[src/rtl/to8bit_serializer.sv]
// to8bit_serializer: splits an 8/16/32-bit word into a registered byte stream.
// Valid/ready input handshake; the next word can load on the same edge that
// retires the last byte of the current one, so back-to-back words have no gap.
module to8bit_serializer #(
    parameter bit MSB_FIRST = 1'b1
) (
    input  logic        clk,
    input  logic        rst,
    input  logic        enb,
    input  logic [31:0] dataIn,
    input  logic [1:0]  dataS,
    input  logic        inValid,
    output logic        inReady,
    output logic [7:0]  dataOut,
    output logic        outValid,
    output logic        outLast,
    output logic        err
);

    typedef enum logic {IDLE, SEND} state_t;

    state_t      state_q, state_d;
    logic [1:0]  cnt_q, cnt_d;
    logic [31:0] sh_q, sh_d;
    logic [7:0]  dout_q, dout_d;
    logic        vld_q, vld_d;
    logic        last_q, last_d;
    logic        err_q, err_d;

    logic        accept;
    logic [31:0] aligned;

    assign inReady  = enb && (state_q == IDLE || (state_q == SEND && cnt_q == 2'd0));
    assign accept   = inValid && inReady;
    assign dataOut  = dout_q;
    assign outValid = vld_q;
    assign outLast  = last_q;
    assign err      = err_q;

    // Left-justify the used bytes so MSB-first emission always reads [31:24].
    always_comb begin
        aligned = dataIn;
        case (dataS)
            2'b00:   aligned = {dataIn[7:0], 24'h0};
            2'b01:   aligned = {dataIn[15:0], 16'h0};
            default: aligned = dataIn;
        endcase
    end

    // Next-state: load on accept, shift while bytes remain, else drop to idle.
    always_comb begin
        state_d = state_q;
        cnt_d   = cnt_q;
        sh_d    = sh_q;
        dout_d  = dout_q;
        vld_d   = vld_q;
        last_d  = last_q;
        err_d   = err_q;
        if (enb) begin
            err_d = 1'b0;
            if (accept) begin
                if (dataS == 2'b11) begin
                    // Reserved width: drop the word, flag it, leave dataOut as is.
                    err_d   = 1'b1;
                    vld_d   = 1'b0;
                    last_d  = 1'b0;
                    cnt_d   = 2'd0;
                    state_d = IDLE;
                end else begin
                    cnt_d   = (dataS == 2'b00) ? 2'd0 : (dataS == 2'b01) ? 2'd1 : 2'd3;
                    vld_d   = 1'b1;
                    last_d  = (dataS == 2'b00);
                    state_d = SEND;
                    if (MSB_FIRST) begin
                        dout_d = aligned[31:24];
                        sh_d   = {aligned[23:0], 8'h0};
                    end else begin
                        dout_d = dataIn[7:0];
                        sh_d   = {8'h0, dataIn[31:8]};
                    end
                end
            end else if (state_q == SEND && cnt_q != 2'd0) begin
                cnt_d  = cnt_q - 2'd1;
                last_d = (cnt_q == 2'd1);
                vld_d  = 1'b1;
                if (MSB_FIRST) begin
                    dout_d = sh_q[31:24];
                    sh_d   = {sh_q[23:0], 8'h0};
                end else begin
                    dout_d = sh_q[7:0];
                    sh_d   = {8'h0, sh_q[31:8]};
                end
            end else begin
                // Last byte retired with no follow-on word: dataOut keeps its value.
                state_d = IDLE;
                vld_d   = 1'b0;
                last_d  = 1'b0;
            end
        end
    end

    // State and output registers; async active-low reset discards any word in flight.
    always_ff @(posedge clk or negedge rst) begin
        if (!rst) begin
            state_q <= IDLE;
            cnt_q   <= 2'd0;
            sh_q    <= 32'h0;
            dout_q  <= 8'h00;
            vld_q   <= 1'b0;
            last_q  <= 1'b0;
            err_q   <= 1'b0;
        end else begin
            state_q <= state_d;
            cnt_q   <= cnt_d;
            sh_q    <= sh_d;
            dout_q  <= dout_d;
            vld_q   <= vld_d;
            last_q  <= last_d;
            err_q   <= err_d;
        end
    end

endmodule

[config.mk]
export PLATFORM = sky130hd
export DESIGN_NAME = to8bit_serializer
export DESIGN_NICKNAME = d
export VERILOG_FILES = /design/src/rtl/to8bit_serializer.sv
export SDC_FILE = /design/constraint.sdc
export NUM_CORES = 1
export LEC_CHECK = 0
export ABC_AREA = 1
export CAP_MARGIN = 20
export CORE_ASPECT_RATIO = 0.9
export CORE_MARGIN = 2
export CORE_UTILIZATION = 57
export DETAILED_ROUTE_END_ITERATION = 7
export DONT_BUFFER_PORTS = 1
export PLACE_DENSITY = 0.73
export SLEW_MARGIN = 10
export SYNTH_ARGS = -nofsm -noshare
export SYNTH_HDL_FRONTEND = slang
export SYNTH_SLANG_ARGS = --single-unit
[constraint.sdc]
create_clock -name clk -period 1.3 [get_ports clk]
set_input_delay 0.26 -clock clk [delete_from_list [all_inputs] [get_ports clk]]
set_output_delay 0.26 -clock clk [all_outputs]
set_load 0.05 [all_outputs]
-- Word level (Yosys, flattened, before mapping)
Index checks and enable logic that the tools add are counted.
- bits in registers: 46
- input bits: 38
- output and inout port bits: 12
- logic and storage cells: 48
- $add $sub $neg: 1
- equality and inequality tests: 5
- multiplexer cells: 22
- bitwise logic cells: 1
- reduce and logical (&&, ||, !) cells: 12
- operators by type and width (operator ; count):
    32-bit 2-to-1 mux ; 3
    32-bit one-hot mux with 2 select lines ; 1
    8-bit 2-to-1 mux ; 3
    1-bit 2-to-1 mux ; 10
    2-bit 2-to-1 mux ; 5
    2-bit by 1-bit equality test with 1-bit output, second input constant ; 2
    1-bit logical AND ; 4
    2-bit logical NOT ; 2
    2-bit inequality test, second input constant ; 2
    2-bit AND reduction ; 2
    2-bit nonzero test ; 2
    3-bit AND reduction ; 1
    2-bit equality test, second input constant ; 1
    2-bit by 1-bit subtractor with 2-bit output, second input constant ; 1
    1-bit logical OR ; 1
    1-bit inverter ; 1

-- Longest topological paths before layout
- depth after elaboration: 7
- depth in mapped cells: 13
- mapped depth without buffers: 10

-- Least setup slack after synthesis
No wires, ideal clock.
- kind: input to register
- start point: in dataS[1]
- end point: reg dout_q[3] (netlist: dataOut[3])
- setup time: 0.066 ns
- data arrival time: 1.522 ns
- data required time: 1.234 ns
- setup slack: -0.288 ns
- stages on the path: 12
- buffers on the path: 3
- cell sequence: clkbuf_1 > inv_1 > ha_1 > buf_2 > nor2_4 > buf_4 > nand2_1 > nand2_1 > nand2_1 > nand2_1 > nand2_1 > nand2_1
- longest elaborated chain between the ends: 4
- elaborated cells between the ends (all ways): 8
- classes of those cells: eq/ne (3); mux (3); reduce/logical (2)
- RTL lines (item ; line ; RTL):
    start, declared ; 11 ; input logic [1:0] dataS,
    2-bit by 1-bit equality test with 1-bit output / 2-bit logical NOT (equally long branches) ; 43 ; case (dataS)
    32-bit one-hot mux with 2 select lines ; 43 ;
    8-bit 2-to-1 mux ; 62 ; if (dataS == 2'b11) begin
    8-bit 2-to-1 mux ; 61 ; if (accept) begin
    end signal, assigned ; 116 ; dout_q <= dout_d;
    end, declared ; 25 ; logic [7:0] dout_q, dout_d;
Several ways; a longest one is shown, not always the timed one. The select of a mux whose other input is x is not followed.
A chain may end at the register's enable or synchronous reset.

-- Worst setup path after layout
- start point: reg cnt_q[0]
- end point: reg sh_q[19]
- longest elaborated chain between the ends: 7
- elaborated cells between the ends (all ways): 11
- classes of those cells: eq/ne (1); mux (1); reduce/logical (9)
- RTL lines (item ; line ; RTL):
    start, declared ; 23 ; logic [1:0] cnt_q, cnt_d;
    start signal, assigned ; 114 ; cnt_q <= cnt_d;
    2-bit logical NOT ; 33 ; assign inReady = enb && (state_q == IDLE || (state_q == SEND && cnt_q == 2'd0));
    1-bit logical AND ; 33 ;
    1-bit logical OR ; 33 ;
    1-bit logical AND ; 33 ;
    1-bit logical AND ; 34 ; assign accept = inValid && inReady;
    2-bit inequality test (no source line) / 2-bit nonzero test (equally long branches) ; - ;
    3-bit AND reduction (no source line) ; - ;
    end signal, assigned ; 107 ; sh_q <= 32'h0;
    end signal, assigned ; 115 ; sh_q <= sh_d;
    end, declared ; 24 ; logic [31:0] sh_q, sh_d;
Several ways; a longest one is shown, not always the timed one.

==> impl_metrics.env <==
export IMPL_violated_checks="setup timing"
export IMPL_r2r_end="sh_q[19]"
export IMPL_gp_congestion=0.8376
export IMPL_die_area_um2=4681
export IMPL_async_flop_share=1.000
export IMPL_io_pins=50
export IMPL_grt_ovfl_total=0
export IMPL_core_footprint_um2=4019
export IMPL_post_synth_top_count_cell="nand2_1"
export IMPL_postSynthRegisterBits=38
export IMPL_slew_hr=0.6794
export IMPL_post_place_ws_ps=-228.5
export IMPL_netlist_cell_type_count=22
export IMPL_number_of_failing_setup_endpoints_in_the_final_timing_report=38
export IMPL_dr_total_vias=2586
export IMPL_die_h_um=65.11
export IMPL_cp_top_family="buffers and inverters"
export IMPL_grt_pass1_vias=2341
export IMPL_initial_utilization=0.5884
export IMPL_grt_use_met2=0.5220
export IMPL_crit_path_start_kind="flip-flop"
export IMPL_multi_input_comb_area_um2=1551
export IMPL_synth_avg_cell_area_um2=6.569
export IMPL_post_drt_via_cell_ratio=5.877
export IMPL_tns_ps=-11000
export IMPL_number_of_instances_on_the_worst_hold_path=2
export IMPL_layout_drive_gt1_share=0.2908
export IMPL_critPathArrivalTime_ps=1860
export IMPL_cp_slowest_stage_delay_ps=420
export IMPL_timing_max_cap_violations=0
export IMPL_n_antenna_cell=0
export IMPL_final_period_minus_worst_setup_slack_ps=1660
export IMPL_timing_setup_critical_path_class="reg -> reg"
export IMPL_syn_num_nets=405
export IMPL_critical_path_most_common_cell="nand2_1"
export IMPL_cts_made_buffers=5
export IMPL_synth_yosys_warnings=0
export IMPL_initialDrtViolationCount=312
export IMPL_peak_supply_drop_uv=1115
export IMPL_clkSlewWorstSetupHoldPaths_ps=90
export IMPL_fin_nets=436
export IMPL_achievable_frequency_mhz=602.3
export IMPL_num_fill_cells=256
export IMPL_clkLatencyLatePin_ps=310
export IMPL_grt_busiest_layer="met2"
export IMPL_worst_path_buf_inv=5
export IMPL_globalRouteMet3Util=0.1058
export IMPL_hold_path_class="in -> reg"
export IMPL_biggest_area_contributors_in_the_synthesized_netlist="dfrtp_1, nand2_1, ha_1"
export IMPL_grt_pass1_wl_mm=11.85
export IMPL_hold_path_startpoint="enb"
export IMPL_reg2reg_depth=12
export IMPL_run_status="finished, violations left"
export IMPL_fin_total_pwr_mw=5.800
export IMPL_timing_worst_slew_pin_value_ps=480.9
export IMPL_mappedNetlistArea_um2=2365
export IMPL_skew_ps=10.70
export IMPL_root_buffer="clkbuf_8"
export IMPL_area_growth_synth_to_final_pct=38.04
export IMPL_worst_hold_slack_ps=79.86
export IMPL_static_leakage_power_nw=1.747
export IMPL_worst_endpoint_required_ps=1500
export IMPL_pwr_density_cell_nw_per_um2=1777
export IMPL_drc_violation_count_after_routing=0
export IMPL_post_drt_wl_per_cell_um=18.34
export IMPL_final_max_slew_viol_count=0
export IMPL_grt_max_degree=39
export IMPL_synth_cells=360
export IMPL_fin_ws_ps=-360.2
export IMPL_synth_top_cell_area_share=0.4021
export IMPL_sequential_to_total_area_share_from_yosys_stat=0.4021
export IMPL_rsz_0062_raised_after_global_routing="true"
export IMPL_final_hold_viol_count=0
export IMPL_die_width_um=71.90
export IMPL_seq_area_um2=950.9
export IMPL_critical_path_cell_chain="inv_2 > ha_4 > inv_2 > nand2_4 > buf_6 > nand3_4 > buf_4 > buf_12 > nand2_1 > o21ai_1 > nand2_1 > nand2_1"
export IMPL_worst_reg2reg_path_startpoint="cnt_q[0]"
export IMPL_period_share=1.277
export IMPL_row_count=22
export IMPL_synth_largest_area_cell="dfrtp_1"
export IMPL_rrSetupSlack_ps=-360
export IMPL_end_kind="flip-flop"
export IMPL_min_delay_worst_endpoint="outLast"
export IMPL_routed_wl_mm=8.069
export IMPL_port_buffers=0
export IMPL_worst_path_max_fanout=6
export IMPL_cts_sink_count=38
export IMPL_clock_tree_from_tritoncts="built"
export IMPL_synth_main_ff_cell="dfrtp_1"
export IMPL_clock_path_buffers=2
export IMPL_drtAntennaViolNets=0
export IMPL_antenna_found_initial=0
export IMPL_synth_edf_count=0
export IMPL_number_of_iterations_in_the_first_detailed_routing_pass=5
export IMPL_hpwlAfterDp_mm=4.007
export IMPL_met1_usage=0.4395
export IMPL_slowest_stage="dfrtp_1"
export IMPL_commonest_cells_in_the_synthesized_netlist="nand2_1, dfrtp_1, inv_1"
export IMPL_htreeDepth=2
export IMPL_global_route_usage_total=0.3427
==> cells by family after synthesis <==
| family | share of synthesized area |
|---|---|
| simple gates | 0.4450 |
| flops | 0.4021 |
| buf+inv | 0.08201 |
| compound gates | 0.03386 |
| fa+ha+maj | 0.03704 |
==> power breakdown <==
part           switching, mW  internal, mW  leakage (nW)
clock                  0.483         0.769        0.0683
sequential             0.709          1.53         0.509
combinational           1.28          1.02          1.17
total                   2.48          3.32          1.75
==> layout by cell type (no fill, tap or decap), types with 5 or more instances in the layout <==
master,synthesis,final
dfrtp_1,38,38
o21ai_2,0,5
nand2_4,2,8
nand2_2,1,21
nor2_4,2,9
buf_4,6,20
buf_12,0,7
nand2_1,236,209
inv_1,16,12
clkbuf_8,0,5
==> area by class of cell <==
type | count | area share
sequential | 38 | 0.2913
tap | 48 | 0.01840
clock buffer | 5 | 0.02108
multi-input combinational | 289 | 0.4753
timing repair buffer | 37 | 0.1434
inverter | 19 | 0.02606
timing repair inverter | 1 | 0.003450
clock inverter | 3 | 0.02108
==> timing repair <==
| item | CTS | global route |
|---|---|---|
| setup buffers | 10 | 10 |
| hold buffers | 2 | 0 |
| setup endpoints to repair | 37 | 38 |
| gates cloned | 7 | 3 |
| resized for setup | 40 | 47 |
| hold endpoints to repair | 38 | 0 |
| pin swaps | 23 | 17 |
==> state kept, by name (all words and copies together) (netlist names) <==
name      cells
sh_q         24
dataOut       8
cnt_q         2
err           1
outLast       1
outValid      1
state_q       1
==> stage by stage <==
stage / cell area, um^2 / cells / util
floorplan: 2456 / 360 / -
global placement: 2500 / 403 / 0.6220
detailed placement: 2500 / 403 / 0.6220
CTS: 3034 / 430 / 0.7550
global route: 3264 / 440 / 0.8123
finish: 3264 / 440 / 0.8123
==> routing by layer <==
layer / wire length (um) / vias up
met4: 305 / 0
met3: 879 / 35
li1: - / 1159
met1: 3066 / 1188
met5: 0 / -
met2: 3818 / 204
==> how the worst max path moves through the flow <==
stage                         from    endpoint  slack (ps)  cells after the start
after global placement    cnt_q[0]    sh_q[18]        -150                      7
after floorplan           cnt_q[0]  dataOut[0]         -70                     10
after CTS                 cnt_q[0]     inReady        -270                      7
final                     cnt_q[0]    sh_q[19]        -360                     12
after global routing      cnt_q[0]    sh_q[29]        -420                     12
after detailed placement  cnt_q[0]  dataOut[4]        -230                      7
(Power assumes the default switching activity.)
